### src/rtl/wb_write_port.sv
// Register-file write port: merges ALU results and load responses into an in-order queue
// and retires one write per cycle. Define WB_PENDING_EN to add the pending-write scoreboard output.
module wb_write_port #(
    parameter int DEPTH = 4
) (
    input  logic        clk,
    input  logic        rst,
    input  logic        alu_valid,
    input  logic [3:0]  alu_dest,
    input  logic [31:0] alu_result,
    output logic        alu_ready,
    input  logic        mem_valid,
    input  logic [3:0]  mem_dest,
    input  logic [31:0] mem_data,
    output logic        mem_ready,
    output logic        write_back_en,
    output logic [3:0]  dest_wb,
    output logic [31:0] result_wb
`ifdef WB_PENDING_EN
    ,
    output logic [14:0] pending
`endif
);

    localparam int CW = $clog2(DEPTH + 1);
    localparam int PW = $clog2(DEPTH);
    localparam logic [CW-1:0] DEPTH_C    = CW'(DEPTH);
    localparam logic [CW-1:0] DEPTH_M1_C = CW'(DEPTH - 1);
    localparam logic [PW-1:0] LAST_PTR   = PW'(DEPTH - 1);
    localparam logic [3:0]    PC_IDX     = 4'd15;

    function automatic logic [PW-1:0] ptr_inc(input logic [PW-1:0] p);
        logic [PW-1:0] r;
        if (p == LAST_PTR) begin
            r = '0;
        end else begin
            r = p + PW'(1);
        end
        return r;
    endfunction

    logic [CW-1:0] count_q, count_d;
    logic [PW-1:0] rd_ptr_q, rd_ptr_d;
    logic [PW-1:0] wr_ptr_q, wr_ptr_d;
    logic [3:0]    q_dest_q [DEPTH];
    logic [3:0]    q_dest_d [DEPTH];
    logic [31:0]   q_data_q [DEPTH];
    logic [31:0]   q_data_d [DEPTH];
    logic          wb_en_q, wb_en_d;
    logic [3:0]    dest_wb_q, dest_wb_d;
    logic [31:0]   result_wb_q, result_wb_d;

    logic          mem_ready_s, alu_ready_s;
    logic          mem_keep_s, alu_keep_s;
    logic          have_first_s, have_second_s;
    logic [3:0]    first_dest_s;
    logic [31:0]   first_data_s;
    logic          pop_s, push_a_s, push_b_s;
    logic [3:0]    push_a_dest_s;
    logic [31:0]   push_a_data_s;
    logic [PW-1:0] wp_s;

    // Readies look only at the registered count; ALU keeps one slot free for a same-cycle load.
    always_comb begin
        mem_ready_s = (count_q < DEPTH_C);
        alu_ready_s = (count_q < DEPTH_M1_C);
    end

    assign mem_ready = mem_ready_s;
    assign alu_ready = alu_ready_s;

    // Accepted items bound for r15 (PC) complete the handshake but are dropped here.
    always_comb begin
        mem_keep_s    = mem_valid & mem_ready_s & (mem_dest != PC_IDX);
        alu_keep_s    = alu_valid & alu_ready_s & (alu_dest != PC_IDX);
        have_first_s  = mem_keep_s | alu_keep_s;
        have_second_s = mem_keep_s & alu_keep_s;
        if (mem_keep_s) begin
            first_dest_s = mem_dest;
            first_data_s = mem_data;
        end else begin
            first_dest_s = alu_dest;
            first_data_s = alu_result;
        end
    end

    // Retire selection: queue head first, else bypass the first accepted item; the rest is enqueued.
    always_comb begin
        wb_en_d       = 1'b0;
        dest_wb_d     = dest_wb_q;
        result_wb_d   = result_wb_q;
        rd_ptr_d      = rd_ptr_q;
        pop_s         = 1'b0;
        push_a_s      = 1'b0;
        push_b_s      = 1'b0;
        push_a_dest_s = first_dest_s;
        push_a_data_s = first_data_s;
        if (count_q != '0) begin
            wb_en_d     = 1'b1;
            dest_wb_d   = q_dest_q[rd_ptr_q];
            result_wb_d = q_data_q[rd_ptr_q];
            rd_ptr_d    = ptr_inc(rd_ptr_q);
            pop_s       = 1'b1;
            push_a_s    = have_first_s;
            push_b_s    = have_second_s;
        end else if (have_first_s) begin
            wb_en_d       = 1'b1;
            dest_wb_d     = first_dest_s;
            result_wb_d   = first_data_s;
            push_a_s      = have_second_s;
            push_a_dest_s = alu_dest;
            push_a_data_s = alu_result;
        end else begin
            wb_en_d = 1'b0;
        end
    end

    // Queue storage update; a second push always carries the ALU result behind the load.
    always_comb begin
        q_dest_d = q_dest_q;
        q_data_d = q_data_q;
        wp_s     = wr_ptr_q;
        if (push_a_s) begin
            q_dest_d[wp_s] = push_a_dest_s;
            q_data_d[wp_s] = push_a_data_s;
            wp_s           = ptr_inc(wp_s);
        end else begin
            wp_s = wr_ptr_q;
        end
        if (push_b_s) begin
            q_dest_d[wp_s] = alu_dest;
            q_data_d[wp_s] = alu_result;
            wp_s           = ptr_inc(wp_s);
        end else begin
            wp_s = wp_s;
        end
        wr_ptr_d = wp_s;
        count_d  = count_q + CW'(push_a_s) + CW'(push_b_s) - CW'(pop_s);
    end

    // State registers; reset drops every queued and presented write.
    always_ff @(posedge clk or negedge rst) begin
        if (!rst) begin
            count_q     <= '0;
            rd_ptr_q    <= '0;
            wr_ptr_q    <= '0;
            wb_en_q     <= 1'b0;
            dest_wb_q   <= 4'd0;
            result_wb_q <= 32'd0;
            for (int i = 0; i < DEPTH; i++) begin
                q_dest_q[i] <= 4'd0;
                q_data_q[i] <= 32'd0;
            end
        end else begin
            count_q     <= count_d;
            rd_ptr_q    <= rd_ptr_d;
            wr_ptr_q    <= wr_ptr_d;
            wb_en_q     <= wb_en_d;
            dest_wb_q   <= dest_wb_d;
            result_wb_q <= result_wb_d;
            q_dest_q    <= q_dest_d;
            q_data_q    <= q_data_d;
        end
    end

    assign write_back_en = wb_en_q;
    assign dest_wb       = dest_wb_q;
    assign result_wb     = result_wb_q;

`ifdef WB_PENDING_EN
    function automatic logic [PW-1:0] ptr_add(input logic [PW-1:0] p, input int off);
        int s;
        s = int'(p) + off;
        if (s >= DEPTH) begin
            s = s - DEPTH;
        end else begin
            s = s;
        end
        return PW'(s);
    endfunction

    logic [15:0] pend_s;

    // Live entries are the count_q slots starting at the read pointer, plus the presented write.
    always_comb begin
        pend_s = 16'd0;
        for (int i = 0; i < DEPTH; i++) begin
            if (CW'(i) < count_q) begin
                pend_s[q_dest_q[ptr_add(rd_ptr_q, i)]] = 1'b1;
            end else begin
                pend_s = pend_s;
            end
        end
        if (wb_en_q) begin
            pend_s[dest_wb_q] = 1'b1;
        end else begin
            pend_s = pend_s;
        end
    end

    assign pending = pend_s[14:0];
`endif

endmodule

### config.mk
export PLATFORM = sky130hd
export DESIGN_NAME = wb_write_port
export DESIGN_NICKNAME = d
export VERILOG_FILES = /design/src/rtl/wb_write_port.sv
export SDC_FILE = /design/constraint.sdc
export NUM_CORES = 1
export LEC_CHECK = 0
export ABC_AREA = 0
export BUFFER_PORTS_ARGS = -buffer_cell sky130_fd_sc_hd__buf_2
export CAP_MARGIN = 20
export CORE_MARGIN = 4
export CORE_UTILIZATION = 40
export DETAILED_ROUTE_END_ITERATION = 12
export PLACE_DENSITY = 0.71
export SLEW_MARGIN = 10
export SYNTH_ARGS = -nofsm -noshare
export SYNTH_HDL_FRONTEND = slang
export SYNTH_SLANG_ARGS = --single-unit
### constraint.sdc
create_clock -name clk -period 2.75 [get_ports clk]
set_input_delay 0.55 -clock clk [delete_from_list [all_inputs] [get_ports clk]]
set_output_delay 0.55 -clock clk [all_outputs]
set_load 0.02 [all_outputs]
==> impl_metrics.json <==
{
  "syn_nets": 922,
  "setup_viol": 0,
  "leakage_nw": 5.12,
  "synth_compound_area_share_pct": 25.3,
  "core-area_sq_um": 24400,
  "maxCapViolations": 0,
  "grt_pass1_wl_mm": 47.0,
  "synth_area_sq_um": 9930,
  "r2r_start": "count_q[1]",
  "synth_top_area_cell": "dfrtp_1",
  "first_iter_violations": 717,
  "drc": 0,
  "numPortBuffers": 114,
  "critPathMaxStageDelay_ns": 0.41,
  "synth_top_family_by_area": "compound AO/OA/AOI/OAI gates",
  "numCtsBuffers": 17,
  "worst-path-max-fanout": 24,
  "htree_levels": 4,
  "drt_pass1_iterations": 5,
  "start_kind": "flip-flop",
  "antenna_found_initial": 4,
  "fillers": 2187,
  "dp_hpwl_mm": 19.7,
  "fin_skew_ns": 0.0112,
  "grt_pass1_vias": 8420,
  "drt.antenna.violating_nets": 0,
  "start_util_pct": 40.7,
  "ir_worst_vdd_v": 0.000610,
  "die_w_microns": 166,
  "p_total_mw": 15.2,
  "grt_max_degree": 72,
  "async_flop_share_pct": 100,
  "critical_path_arrival_ns": 2.96,
  "power.density_nw_per_um2": 1280,
  "yosys.area_share.simple_pct": 4.26,
  "grt_usage_pct": 22.3,
  "wl_mm": 29.7,
  "hold_viol": 0,
  "yosysSeqAreaShare_pct": 47.4,
  "yosys_warnings": 0,
  "syn_avg_cell_area_sq_um": 11.9,
  "slew_headroom_pct": 62.1,
  "hp-class": "input port to asynchronous set/reset pin",
  "synth_flop_cell": "dfrtp_1",
  "synth-adder-area-share_pct": 1.66,
  "ff2ff_path_depth": 11,
  "pre_cts_ws_ns": 0.00875,
  "cp.required_ns": 3.08,
  "seq_area_sq_um": 4710,
  "finalMaxSlewViolations": 0,
  "synth_top_cell_area_share_pct": 47.4,
  "rsz0062_at_grt": "no",
  "muxShareOfSynthArea_pct": 16.4,
  "status": "finished clean",
  "clock-sinks": 188,
  "critPathCaptureType": "flip-flop",
  "netlist_instances": 834,
  "slowest_stage": "dfrtp_1",
  "worstSkewPairLatency_ns": 0.44,
  "crit_type": "flip-flop to flip-flop",
  "cp_cell_sequence": "ha_1 -> a21oi_4 -> nand4_4 -> a21o_1 -> buf_4 -> a21oi_1 -> ha_1 -> nand3_2 -> a21boi_4 -> buf_12 -> o2bb2a_1",
  "synth.most_common_cell": "dfrtp_1",
  "synth_edf_count": 0,
  "wl_per_cell_microns": 23.0,
  "clk_pin_slew_ns": 0.08,
  "drt-vias-per-instance": 6.25,
  "vias": 8071,
  "multi_input_area_sq_um": 4810,
  "regToRegSetupSlack_ns": 0.12,
  "fmax_mhz": 380,
  "postLayoutCoreUtil_pct": 48.5,
  "r2r-end": "q_data_q[63]",
  "die-area_sq_um": 27400,
  "syn_to_final_growth_pct": 19.0,
  "yosysUniqueCellTypes": 48,
  "worst_path_most_repeated_cell": "ha_1",
  "synthTopCellsByArea": "dfrtp_1 47%, a2bb2oi_1 12%, mux4_2 8.2%",
  "synth_xor_area_share_pct": 0.0882,
  "die_h_microns": 166,
  "layout_worst_path_cycle_share_pct": 95.7,
  "io_pins": 115,
  "cts_tree": "built",
  "setup_ws_ns": 0.118,
  "worst_slew_pin_slew_ns": 0.566,
  "drive_above_1_share_pct": 31.5,
  "clockBufferDepth": 2,
  "rows": 57,
  "finalNetCount": 1041,
  "min_period_ns": 2.63,
  "gp_congestion": 0.813,
  "synthTopCellsByCount": "188 x dfrtp_1, 132 x a2bb2oi_1, 128 x o22ai_1",
  "root_buffer": "clkbuf_16",
  "ys_ff_latch": 188,
  "grt-ovfl-total": 0
}
[metrics by stage]
stage / cells / hold WS, ns / TNS [ns] / instance area [sq um]
CTS: 1290 / 0.107 / 0 / 11800
global placement: 1258 / 0.467 / 0 / 11200
global route: 1291 / 0.119 / 0 / 11800
floorplan: 834 / 0.254 / -0.294 / 9970
detailed placement: 1258 / 0.473 / 0 / 11200
finish: 1292 / 0.0924 / 0 / 11800
[how the worst max path moves through the flow]
stage              endpoint  cells past startpoint   startpoint
6_report       q_data_q[63]                     11   count_q[1]
5_1_grt        q_data_q[31]                     11   count_q[1]
4_1_cts        q_data_q[17]                     10   count_q[0]
3_5_place_dp   q_data_q[17]                     11  alu_dest[2]
3_3_place_gp   q_data_q[57]                     11  alu_dest[2]
2_1_floorplan  q_data_q[10]                     12   count_q[2]
[layer usage]
metal	track usage [%]	share of wire [%]
met1	29.0	41
met2	37.3	49
met3	4.79	8.2
met4	7.09	1.5
met5	0	0.091
[state kept, by name, indices dropped and copies added (netlist names)]
signal	cells
count_q	3
result_wb	32
dest_wb	4
q_data_q	128
q_dest_q	16
rd_ptr_q	2
write_back_en	1
wr_ptr_q	2
[cell families (layout without fill, tap and decap cells)]
kind of cell    Yosys count  after routing
buf+inv                  91            223
xor+xnor                  1              1
compound gates          339            339
mux                     113            113
fa+ha+maj                12             12
flops                   188            188
simple gates             90             90
other cells               0              2
[final cells by class]
cell class / count / area share, %
Antenna cell: 2 / 0.0423
Inverter: 13 / 0.413
Tap cell: 324 / 3.43
Clock buffer: 19 / 3.83
Clock inverter: 13 / 1.33
Multi-Input combinational cell: 555 / 40.7
Timing Repair Buffer: 178 / 10.4
Sequential cell: 188 / 39.8
[placed cells by master (no fill, tap or decap), types with 10 or more instances in the layout]
cell	count
a21oi_1	10
a2bb2oi_1	132
buf_12	14
buf_2	113
buf_4	50
clkbuf_16	17
dfrtp_1	185
ha_1	10
inv_1	12
mux2_2	30
mux2i_1	42
mux4_2	36
nand2_1	52
nor2_1	12
o21ai_0	35
o22ai_1	128
[power breakdown]
part | switching [mW] | internal (mW)
Clock | 1.17 | 1.41
Sequential | 0.864 | 4.25
Combinational | 3.76 | 3.70
Total | 5.80 | 9.36
[worst max-delay path, delay by kind of cell, from the launching register on]
family,cells,cell delay (ns)
AOI/OAI and AO/OA,5,1.13
adders and majority gates,2,0.44
buffers and inverters,2,0.35
DFF,1,0.41
and+or+nand+nor,2,0.19
[repair_timing]
action	in CTS	in global routing
gates resized for setup	0	2
hold buffers	0	0
setup endpoints to repair	0	48
setup buffers	0	0
Note: power is estimated with default switching activity, not from simulation.
